[config.mk]
export PLATFORM = sky130hd
export DESIGN_NAME = wb_master_flat
export DESIGN_NICKNAME = d
export VERILOG_FILES = /design/src/rtl/wb_pkg.sv /design/src/rtl/wb_master_if.sv /design/src/rtl/wb_timeout_cnt.sv /design/src/rtl/wb_master.sv /design/src/flat_wrapper.sv
export SDC_FILE = /design/constraint.sdc
export NUM_CORES = 1
export LEC_CHECK = 0
export BUFFER_PORTS_ARGS = -buffer_cell sky130_fd_sc_hd__buf_4
export CAP_MARGIN = 10
export CORE_AREA = 3 3 95 133
export CTS_CLUSTER_DIAMETER = 120
export DETAILED_ROUTE_END_ITERATION = 12
export DIE_AREA = 0 0 98 136
export PLACE_DENSITY = 0.52
export SLEW_MARGIN = 30
export SYNTH_ARGS = -nofsm -noshare
export SYNTH_HDL_FRONTEND = slang
export SYNTH_SLANG_ARGS = --single-unit
[constraint.sdc]
create_clock -name clk_i -period 2.9 [get_ports clk_i]
set_input_delay 0.145 -clock clk_i [delete_from_list [all_inputs] [get_ports clk_i]]
set_output_delay 0.145 -clock clk_i [all_outputs]
set_load 0.01 [all_outputs]
[src/rtl/wb_pkg.sv]
// ============================================================================
// Module : wb_pkg
// Brief  : Shared state encoding and default widths for the Wishbone master.
// Rev    : 1.0
// ============================================================================
`default_nettype none

package wb_pkg;

    localparam int WB_DATA_WIDTH_DEF  = 32;
    localparam int WB_ADDR_WIDTH_DEF  = 11;
    localparam int GRANULARITY_DEF    = 8;
    localparam int TIMEOUT_CYCLES_DEF = 16;

    typedef enum logic [0:0] {
        IDLE = 1'b0,
        BUS  = 1'b1
    } wb_state_e;

    // Counter must be able to represent TIMEOUT_CYCLES itself (saturation value).
    function automatic int cnt_width(input int timeout_cycles);
        return $clog2(timeout_cycles + 1);
    endfunction

endpackage

`default_nettype wire

[src/rtl/wb_master_if.sv]
// ============================================================================
// Module : wb_master_if
// Brief  : Wishbone classic bus bundle with master and slave views.
// Rev    : 1.0
// ============================================================================
`default_nettype none

interface wb_master_if
    import wb_pkg::*;
#(
    parameter int WB_DATA_WIDTH = WB_DATA_WIDTH_DEF,
    parameter int WB_ADDR_WIDTH = WB_ADDR_WIDTH_DEF,
    parameter int SEL_WIDTH     = WB_DATA_WIDTH_DEF / GRANULARITY_DEF
);
    logic                     cyc_o;
    logic                     stb_o;
    logic                     we_o;
    logic [WB_ADDR_WIDTH-1:0] addr_o;
    logic [WB_DATA_WIDTH-1:0] data_o;
    logic [SEL_WIDTH-1:0]     sel_o;
    logic [WB_DATA_WIDTH-1:0] data_i;
    logic                     ack_i;

    modport master (
        output cyc_o, stb_o, we_o, addr_o, data_o, sel_o,
        input  data_i, ack_i
    );

    modport slave (
        input  cyc_o, stb_o, we_o, addr_o, data_o, sel_o,
        output data_i, ack_i
    );

endinterface

`default_nettype wire

[src/rtl/wb_timeout_cnt.sv]
// ============================================================================
// Module : wb_timeout_cnt
// Brief  : Saturating cycle counter flagging the last cycle before timeout.
// Rev    : 1.0
// ============================================================================
`default_nettype none

module wb_timeout_cnt
    import wb_pkg::*;
#(
    parameter int TIMEOUT_CYCLES = TIMEOUT_CYCLES_DEF
) (
    input  wire logic clk_i,
    input  wire logic rst_i,
    input  wire logic clear_i,
    input  wire logic enable_i,
    output logic      expire_o
);

    localparam int CNT_W = cnt_width(TIMEOUT_CYCLES);
    localparam logic [CNT_W-1:0] c_limit = CNT_W'(TIMEOUT_CYCLES);
    localparam logic [CNT_W-1:0] c_last  = CNT_W'(TIMEOUT_CYCLES - 1);

    logic [CNT_W-1:0] cnt_q;
    logic [CNT_W-1:0] cnt_d;

    always_comb begin
        cnt_d = cnt_q;
        if (clear_i) begin
            cnt_d = '0;
        end else if (enable_i && (cnt_q != c_limit)) begin
            cnt_d = cnt_q + 1'b1;
        end
    end

    always_ff @(posedge clk_i or posedge rst_i) begin
        if (rst_i) begin
            cnt_q <= '0;
        end else begin
            cnt_q <= cnt_d;
        end
    end

    assign expire_o = (cnt_q == c_last);

endmodule

`default_nettype wire

[src/rtl/wb_master.sv]
// ============================================================================
// Module : wb_master
// Brief  : Single-outstanding Wishbone classic master with ack timeout.
// Rev    : 1.0
// ============================================================================
`default_nettype none

module wb_master
    import wb_pkg::*;
#(
    parameter int WB_DATA_WIDTH  = WB_DATA_WIDTH_DEF,
    parameter int WB_ADDR_WIDTH  = WB_ADDR_WIDTH_DEF,
    parameter int GRANULARITY    = GRANULARITY_DEF,
    parameter int TIMEOUT_CYCLES = TIMEOUT_CYCLES_DEF
) (
    input  wire logic                                   clk_i,
    input  wire logic                                   rst_i,
    input  wire logic                                   req_i,
    input  wire logic                                   req_we_i,
    input  wire logic [WB_ADDR_WIDTH-1:0]               req_addr_i,
    input  wire logic [WB_DATA_WIDTH-1:0]               req_data_i,
    input  wire logic [WB_DATA_WIDTH/GRANULARITY-1:0]   req_sel_i,
    output logic                                        ready_o,
    output logic                                        done_o,
    output logic                                        err_o,
    output logic [WB_DATA_WIDTH-1:0]                    rdata_o,
    wb_master_if.master                                 wb
);

    localparam int SEL_W = WB_DATA_WIDTH / GRANULARITY;

    wb_state_e                state_q, state_d;
    logic                     cyc_q, cyc_d;
    logic                     stb_q, stb_d;
    logic                     we_q, we_d;
    logic [WB_ADDR_WIDTH-1:0] addr_q, addr_d;
    logic [WB_DATA_WIDTH-1:0] data_q, data_d;
    logic [SEL_W-1:0]         sel_q, sel_d;
    logic                     done_q, done_d;
    logic                     err_q, err_d;
    logic [WB_DATA_WIDTH-1:0] rdata_q, rdata_d;

    logic w_cnt_clear;
    logic w_cnt_en;
    logic w_expire;

    wb_timeout_cnt #(
        .TIMEOUT_CYCLES (TIMEOUT_CYCLES)
    ) u_timeout (
        .clk_i    (clk_i),
        .rst_i    (rst_i),
        .clear_i  (w_cnt_clear),
        .enable_i (w_cnt_en),
        .expire_o (w_expire)
    );

    always_comb begin
        state_d     = state_q;
        cyc_d       = cyc_q;
        stb_d       = stb_q;
        we_d        = we_q;
        addr_d      = addr_q;
        data_d      = data_q;
        sel_d       = sel_q;
        rdata_d     = rdata_q;
        done_d      = 1'b0;
        err_d       = 1'b0;
        w_cnt_clear = 1'b0;
        w_cnt_en    = 1'b0;

        case (state_q)
            IDLE: begin
                if (req_i) begin
                    we_d        = req_we_i;
                    addr_d      = req_addr_i;
                    data_d      = req_data_i;
                    sel_d       = req_sel_i;
                    cyc_d       = 1'b1;
                    stb_d       = 1'b1;
                    w_cnt_clear = 1'b1;
                    state_d     = BUS;
                end
            end
            BUS: begin
                // Ack takes priority over a coincident timeout.
                if (wb.ack_i) begin
                    cyc_d   = 1'b0;
                    stb_d   = 1'b0;
                    done_d  = 1'b1;
                    state_d = IDLE;
                    if (!we_q) begin
                        rdata_d = wb.data_i;
                    end
                end else if (w_expire) begin
                    cyc_d   = 1'b0;
                    stb_d   = 1'b0;
                    done_d  = 1'b1;
                    err_d   = 1'b1;
                    state_d = IDLE;
                end else begin
                    w_cnt_en = 1'b1;
                end
            end
            default: begin
                state_d = IDLE;
                cyc_d   = 1'b0;
                stb_d   = 1'b0;
            end
        endcase
    end

    always_ff @(posedge clk_i or posedge rst_i) begin
        if (rst_i) begin
            state_q <= IDLE;
            cyc_q   <= 1'b0;
            stb_q   <= 1'b0;
            we_q    <= 1'b0;
            addr_q  <= '0;
            data_q  <= '0;
            sel_q   <= '0;
            done_q  <= 1'b0;
            err_q   <= 1'b0;
            rdata_q <= '0;
        end else begin
            state_q <= state_d;
            cyc_q   <= cyc_d;
            stb_q   <= stb_d;
            we_q    <= we_d;
            addr_q  <= addr_d;
            data_q  <= data_d;
            sel_q   <= sel_d;
            done_q  <= done_d;
            err_q   <= err_d;
            rdata_q <= rdata_d;
        end
    end

    // Strobe drops combinationally in the ack cycle so a registered-ack
    // slave never sees a second request.
    assign wb.stb_o  = stb_q & ~wb.ack_i;
    assign wb.cyc_o  = cyc_q;
    assign wb.we_o   = we_q;
    assign wb.addr_o = addr_q;
    assign wb.data_o = data_q;
    assign wb.sel_o  = sel_q;

    assign ready_o = (state_q == IDLE);
    assign done_o  = done_q;
    assign err_o   = err_q;
    assign rdata_o = rdata_q;

endmodule

`default_nettype wire

[src/flat_wrapper.sv]
// flat-port wrapper written by rule: the top's interface ports become plain ports
module wb_master_flat import wb_pkg::*;
#(
    parameter int WB_DATA_WIDTH  = WB_DATA_WIDTH_DEF,
    parameter int WB_ADDR_WIDTH  = WB_ADDR_WIDTH_DEF,
    parameter int GRANULARITY    = GRANULARITY_DEF,
    parameter int TIMEOUT_CYCLES = TIMEOUT_CYCLES_DEF
)
  (clk_i, rst_i, req_i, req_we_i, req_addr_i, req_data_i, req_sel_i, ready_o, done_o, err_o, rdata_o, wb_cyc_o, wb_stb_o, wb_we_o, wb_addr_o, wb_data_o, wb_sel_o, wb_data_i, wb_ack_i);
  wb_master_if #(.WB_DATA_WIDTH(WB_DATA_WIDTH), .WB_ADDR_WIDTH(WB_ADDR_WIDTH), .SEL_WIDTH((4))) wb_i ();
  input  wire logic clk_i;
  input  wire logic rst_i;
  input  wire logic req_i;
  input  wire logic req_we_i;
  input  wire logic [WB_ADDR_WIDTH-1:0] req_addr_i;
  input  wire logic [WB_DATA_WIDTH-1:0] req_data_i;
  input  wire logic [WB_DATA_WIDTH/GRANULARITY-1:0] req_sel_i;
  output logic ready_o;
  output logic done_o;
  output logic err_o;
  output logic [WB_DATA_WIDTH-1:0] rdata_o;
  output wire logic [$bits(wb_i.cyc_o)-1:0] wb_cyc_o;
  output wire logic [$bits(wb_i.stb_o)-1:0] wb_stb_o;
  output wire logic [$bits(wb_i.we_o)-1:0] wb_we_o;
  output wire logic [$bits(wb_i.addr_o)-1:0] wb_addr_o;
  output wire logic [$bits(wb_i.data_o)-1:0] wb_data_o;
  output wire logic [$bits(wb_i.sel_o)-1:0] wb_sel_o;
  input wire logic [$bits(wb_i.data_i)-1:0] wb_data_i;
  input wire logic [$bits(wb_i.ack_i)-1:0] wb_ack_i;
  assign wb_cyc_o = wb_i.cyc_o;
  assign wb_stb_o = wb_i.stb_o;
  assign wb_we_o = wb_i.we_o;
  assign wb_addr_o = wb_i.addr_o;
  assign wb_data_o = wb_i.data_o;
  assign wb_sel_o = wb_i.sel_o;
  assign wb_i.data_i = wb_data_i;
  assign wb_i.ack_i = wb_ack_i;
  wb_master #(.WB_DATA_WIDTH(WB_DATA_WIDTH), .WB_ADDR_WIDTH(WB_ADDR_WIDTH), .GRANULARITY(GRANULARITY), .TIMEOUT_CYCLES(TIMEOUT_CYCLES)) u_core (.clk_i(clk_i), .rst_i(rst_i), .req_i(req_i), .req_we_i(req_we_i), .req_addr_i(req_addr_i), .req_data_i(req_data_i), .req_sel_i(req_sel_i), .ready_o(ready_o), .done_o(done_o), .err_o(err_o), .rdata_o(rdata_o), .wb(wb_i));
endmodule
==> summary.txt <==
CTS
  – Post-cts resize count: 0
  – TritonCTS Buffers: 9
  – CTS tree: built
  – Max H-tree Level: 3
  – Clk buf depth: 2
  – Post-CTS Setup Bufs: 0
  – Worst-Skew Late Latency: 330 ps
  – CTS sink cnt: 89
  – Clock transition at path regs: roughly 60 ps
  – Root buf cell: clkbuf_16

Critical path
  – CP bufs+invs: 0
  – Worst r2r src: u_core.u_timeout.cnt_q[0]
  – CP max stage delay: 530 ps
  – Crit path cell chain: ha_1, and3_1, ha_1, or3b_1, nor2_8, mux2_1
  – Crit-path max FO: 5
  – Worst EP required: 3110 ps
  – Crit Path Category: flip-flop to flip-flop
  – CP endpoint kind: flip-flop
  – Crit path max-delay cell type: or3b_1
  – CP Launch Point: u_core.u_timeout.cnt_q[0]
  – Crit path DAT: 2420 ps
  – Worst setup SP type: flip-flop
  – Cell repeated most along the worst path: ha_1
  – Delay-heaviest family, CP: simple AND/OR/NAND/NOR gates
  – Flop2flop setup slack: approximately 690 ps

Drt
  – Detail Route Antenna Nets: 0
  – Vias/cell: between 4 and 5
  – Drc violations: 0
  – WL/cell: 13.46 microns
  – Router iterations before antenna repair: 3
  – Via count: approximately 2900
  – DRT iter0 DRCs: 87
  – Overall routed net length: around 9000 microns

STA
  – Final Slew Violations: 0
  – Final hold violation count: 0
  – Slew HR: 0.5946
  – Worst-Margin Slew: 608.1 ps
  – PnR worst setup slack: just under 700 ps
  – TNS Setup: 0 ps
  – Clock Skew: 4.468 ps
  – FMAX: between 400 and 500 MHz
  – WHS: 14.23 ps
  – Tmin final: 2212 ps
  – Finish-stage setup viols: 0
  – Unrepaired setup endpoints after global routing: no
  – Tcrit/Tclk final: 0.7626

Synthesis
  – Avg Synthesized Cell Area: 10.94 sq um
  – Syn nets: 402
  – Netlist Area Pre-Place: roughly 3400 sq um
  – Netlist cell types: 23
  – Main combinational cell family by area after synthesis: simple AND/OR/NAND/NOR gates
  – Warnings, synthesis: 0
  – Sequential cell area fraction in the yosys report: 0.6463
  – Area leader, netlist: dfrtp_1
  – Multiplexer share of the synthesized area: 0.1166
  – Synth Area in Adders: 0.01089
  – Mapped Cells: 315
  – Flops & latches, synth: just under 90
  – Compound-Gate Fraction of Synth Area: 0.006899
  – Share of the synthesized area in the top cell type: 0.6463
  – Synth area leaders: dfrtp_1, nand2_1, mux2_2
  – Synth Area in Simple Gates: 0.1924
  – Synth Area in XOR/XNOR: 0

Pwr
  – Pwr Total: 4205 uW
  – Pleak: 0.002914 uW
  – Switching share of power: 0.2817
  – PD cells: 754.5 nW/um^2
  – Seq pwr share: 0.418
  – Clock power share: 0.274
  – Combinational Power Share: 0.308
  – Pint: 3020 uW
  – Psw: about 1200 uW
  – Worst VDD drop: 279.1 uV

Worst hold path
  – Worst hold path class: primary input to flip-flop
  – Startpoint of the worst hold path: req_addr_i[8]

Placed design
  – Port-buffer cells: 168
  – Detail Placement HPWL: 6174 microns
  – DP Area: 4876 sq um
  – GPL Wtd Cong: 0.7266
  – Pre-CTS WS: 683.5 ps

Floorplan
  – Core Rows: 46
  – Die X: 98 microns
  – Initial core utilization: 0.3009
  – Core Area: 11450 sq um
  – Die area: around 13000 sq um
  – I/O pins: 169
  – Die height: 136 microns

Finish
  – Fill cells: roughly 1100
  – Syn-to-layout area delta: 61.73%
  – Layout cells sized above 1: 0.4240
  – Post-Layout Inst Area: 5573 sq um
  – # diodes: 0
  – Fin nets: 609

GRT
  – Vias in the first global route: around 3000
  – Grt total ovfl: 0
  – GR Util All Layers: 0.1369
  – Global-route wire length before repair: 14590 microns
  – Largest net degree at the start of global routing: 56
  – Initial antenna violation count: 0

Outcome
  – Status: complete, no violations

Job
  – Max Cap Viol: 0
## layout make-up
| cell class | count | area, sq um | share of cell area |
|---|---|---|---|
| clock inverters | 3 | 40.04 | 0.007185 |
| inverters | 5 | 23.77 | 0.004266 |
| multi-input cells | 205 | 1141 | 0.2048 |
| flip-flops and latches | 89 | 2227 | 0.3996 |
| repair buffers | 212 | 1704 | 0.3058 |
| well taps | 144 | 180.2 | 0.03233 |
| clock buffers | 12 | 256.5 | 0.04603 |
## metal layers
layer | global-route usage | wire (microns) | up-vias
li1 | - | - | 1403
met1 | 0.1603 | 3682 | 1342
met2 | 0.2356 | 4597 | 105
met3 | 0.04055 | 585 | 12
met4 | 0.05312 | 151 | 0
met5 | 0 | 0 | -
## synth_stat cells
cell type and n:
a22o_1 1, and3_1 1, and4bb_2 1, buf_2 5, buf_6 1, clkbuf_1 10
dfrtp_1 89, ha_1 3, inv_1 5, mux2_1 1, mux2_2 32, mux2i_1 3
nand2_1 147, nand2b_1 1, nand3_1 1, nand3b_1 1, nor2_1 5, nor2_8 1
nor2b_1 3, nor3b_1 1, o211ai_1 1, o31ai_1 1, or3b_1 1
## registers in the layout, indices dropped and copies added (netlist names)
name                    cells
u_core.state_q              1
u_core.done_o               1
u_core.u_timeout.cnt_q      5
u_core.err_o                1
u_core.wb.sel_o             4
u_core.wb.data_o           32
u_core.rdata_o             32
u_core.wb.addr_o           11
u_core.wb.we_o              1
u_core.wb.cyc_o             1
## worst register-to-register path, delay by kind of cell, from the launching register on
family	cells	cell delay [ps]
and+or+nand+nor	3	900
adders and majority gates	2	430
muxes	1	340
DFF	1	420
## cells in the final DEF, fill, tap and decap left out, types with 2 or more instances in the layout
| cell | Yosys | final |
|---|---|---|
| buf_4 | 0 | 171 |
| clkbuf_16 | 0 | 9 |
| clkbuf_8 | 0 | 2 |
| clkinv_2 | 0 | 2 |
| dfrtp_1 | 89 | 89 |
| dlygate4sd3_1 | 0 | 40 |
| ha_1 | 3 | 3 |
| inv_1 | 5 | 4 |
| mux2_2 | 32 | 32 |
| mux2i_1 | 3 | 3 |
| nand2_1 | 147 | 147 |
| nor2_1 | 5 | 5 |
| nor2b_1 | 3 | 2 |
## metrics by stage
step                utilization  cells
global route             0.4866    670
detailed placement       0.4257    615
floorplan                     -    315
finish                   0.4866    670
CTS                      0.4866    670
global placement         0.4250    615
## worst paths after layout
path                                             end  cells past startpoint
max                        u_core.u_timeout.cnt_q[1]                      6
min                              u_core.wb.addr_o[8]                      3
max reg2reg                u_core.u_timeout.cnt_q[1]                      6
min reg2reg                     u_core.wb.data_o[25]                      2
max in group asynchronous         u_core.wb.sel_o[2]                      4
min in group asynchronous         u_core.rdata_o[26]                      3
## power groups by stage
stage | clock network (uW) | registers, uW | logic [uW]
final | 1150 | 1760 | 1290
after global routing | 1250 | 1800 | 1420
after CTS | 1200 | 1760 | 1320
after detailed placement | 0 | 1780 | 1280
after global placement | 0 | 1770 | 1260
after floorplan | 0 | 1920 | 404
## logic make-up after synthesis
kind of cell    count (synthesis)
flops                          89
compound gates                  3
simple gates                  163
fa+ha+maj                       3
buf+inv                        21
mux                            36
## repair_timing
action,in CTS,in global routing
endpoints found under the setup margin,0,0
hold buffers,40,0
hold endpoints to repair,93,0
(Power assumes the default switching activity.)
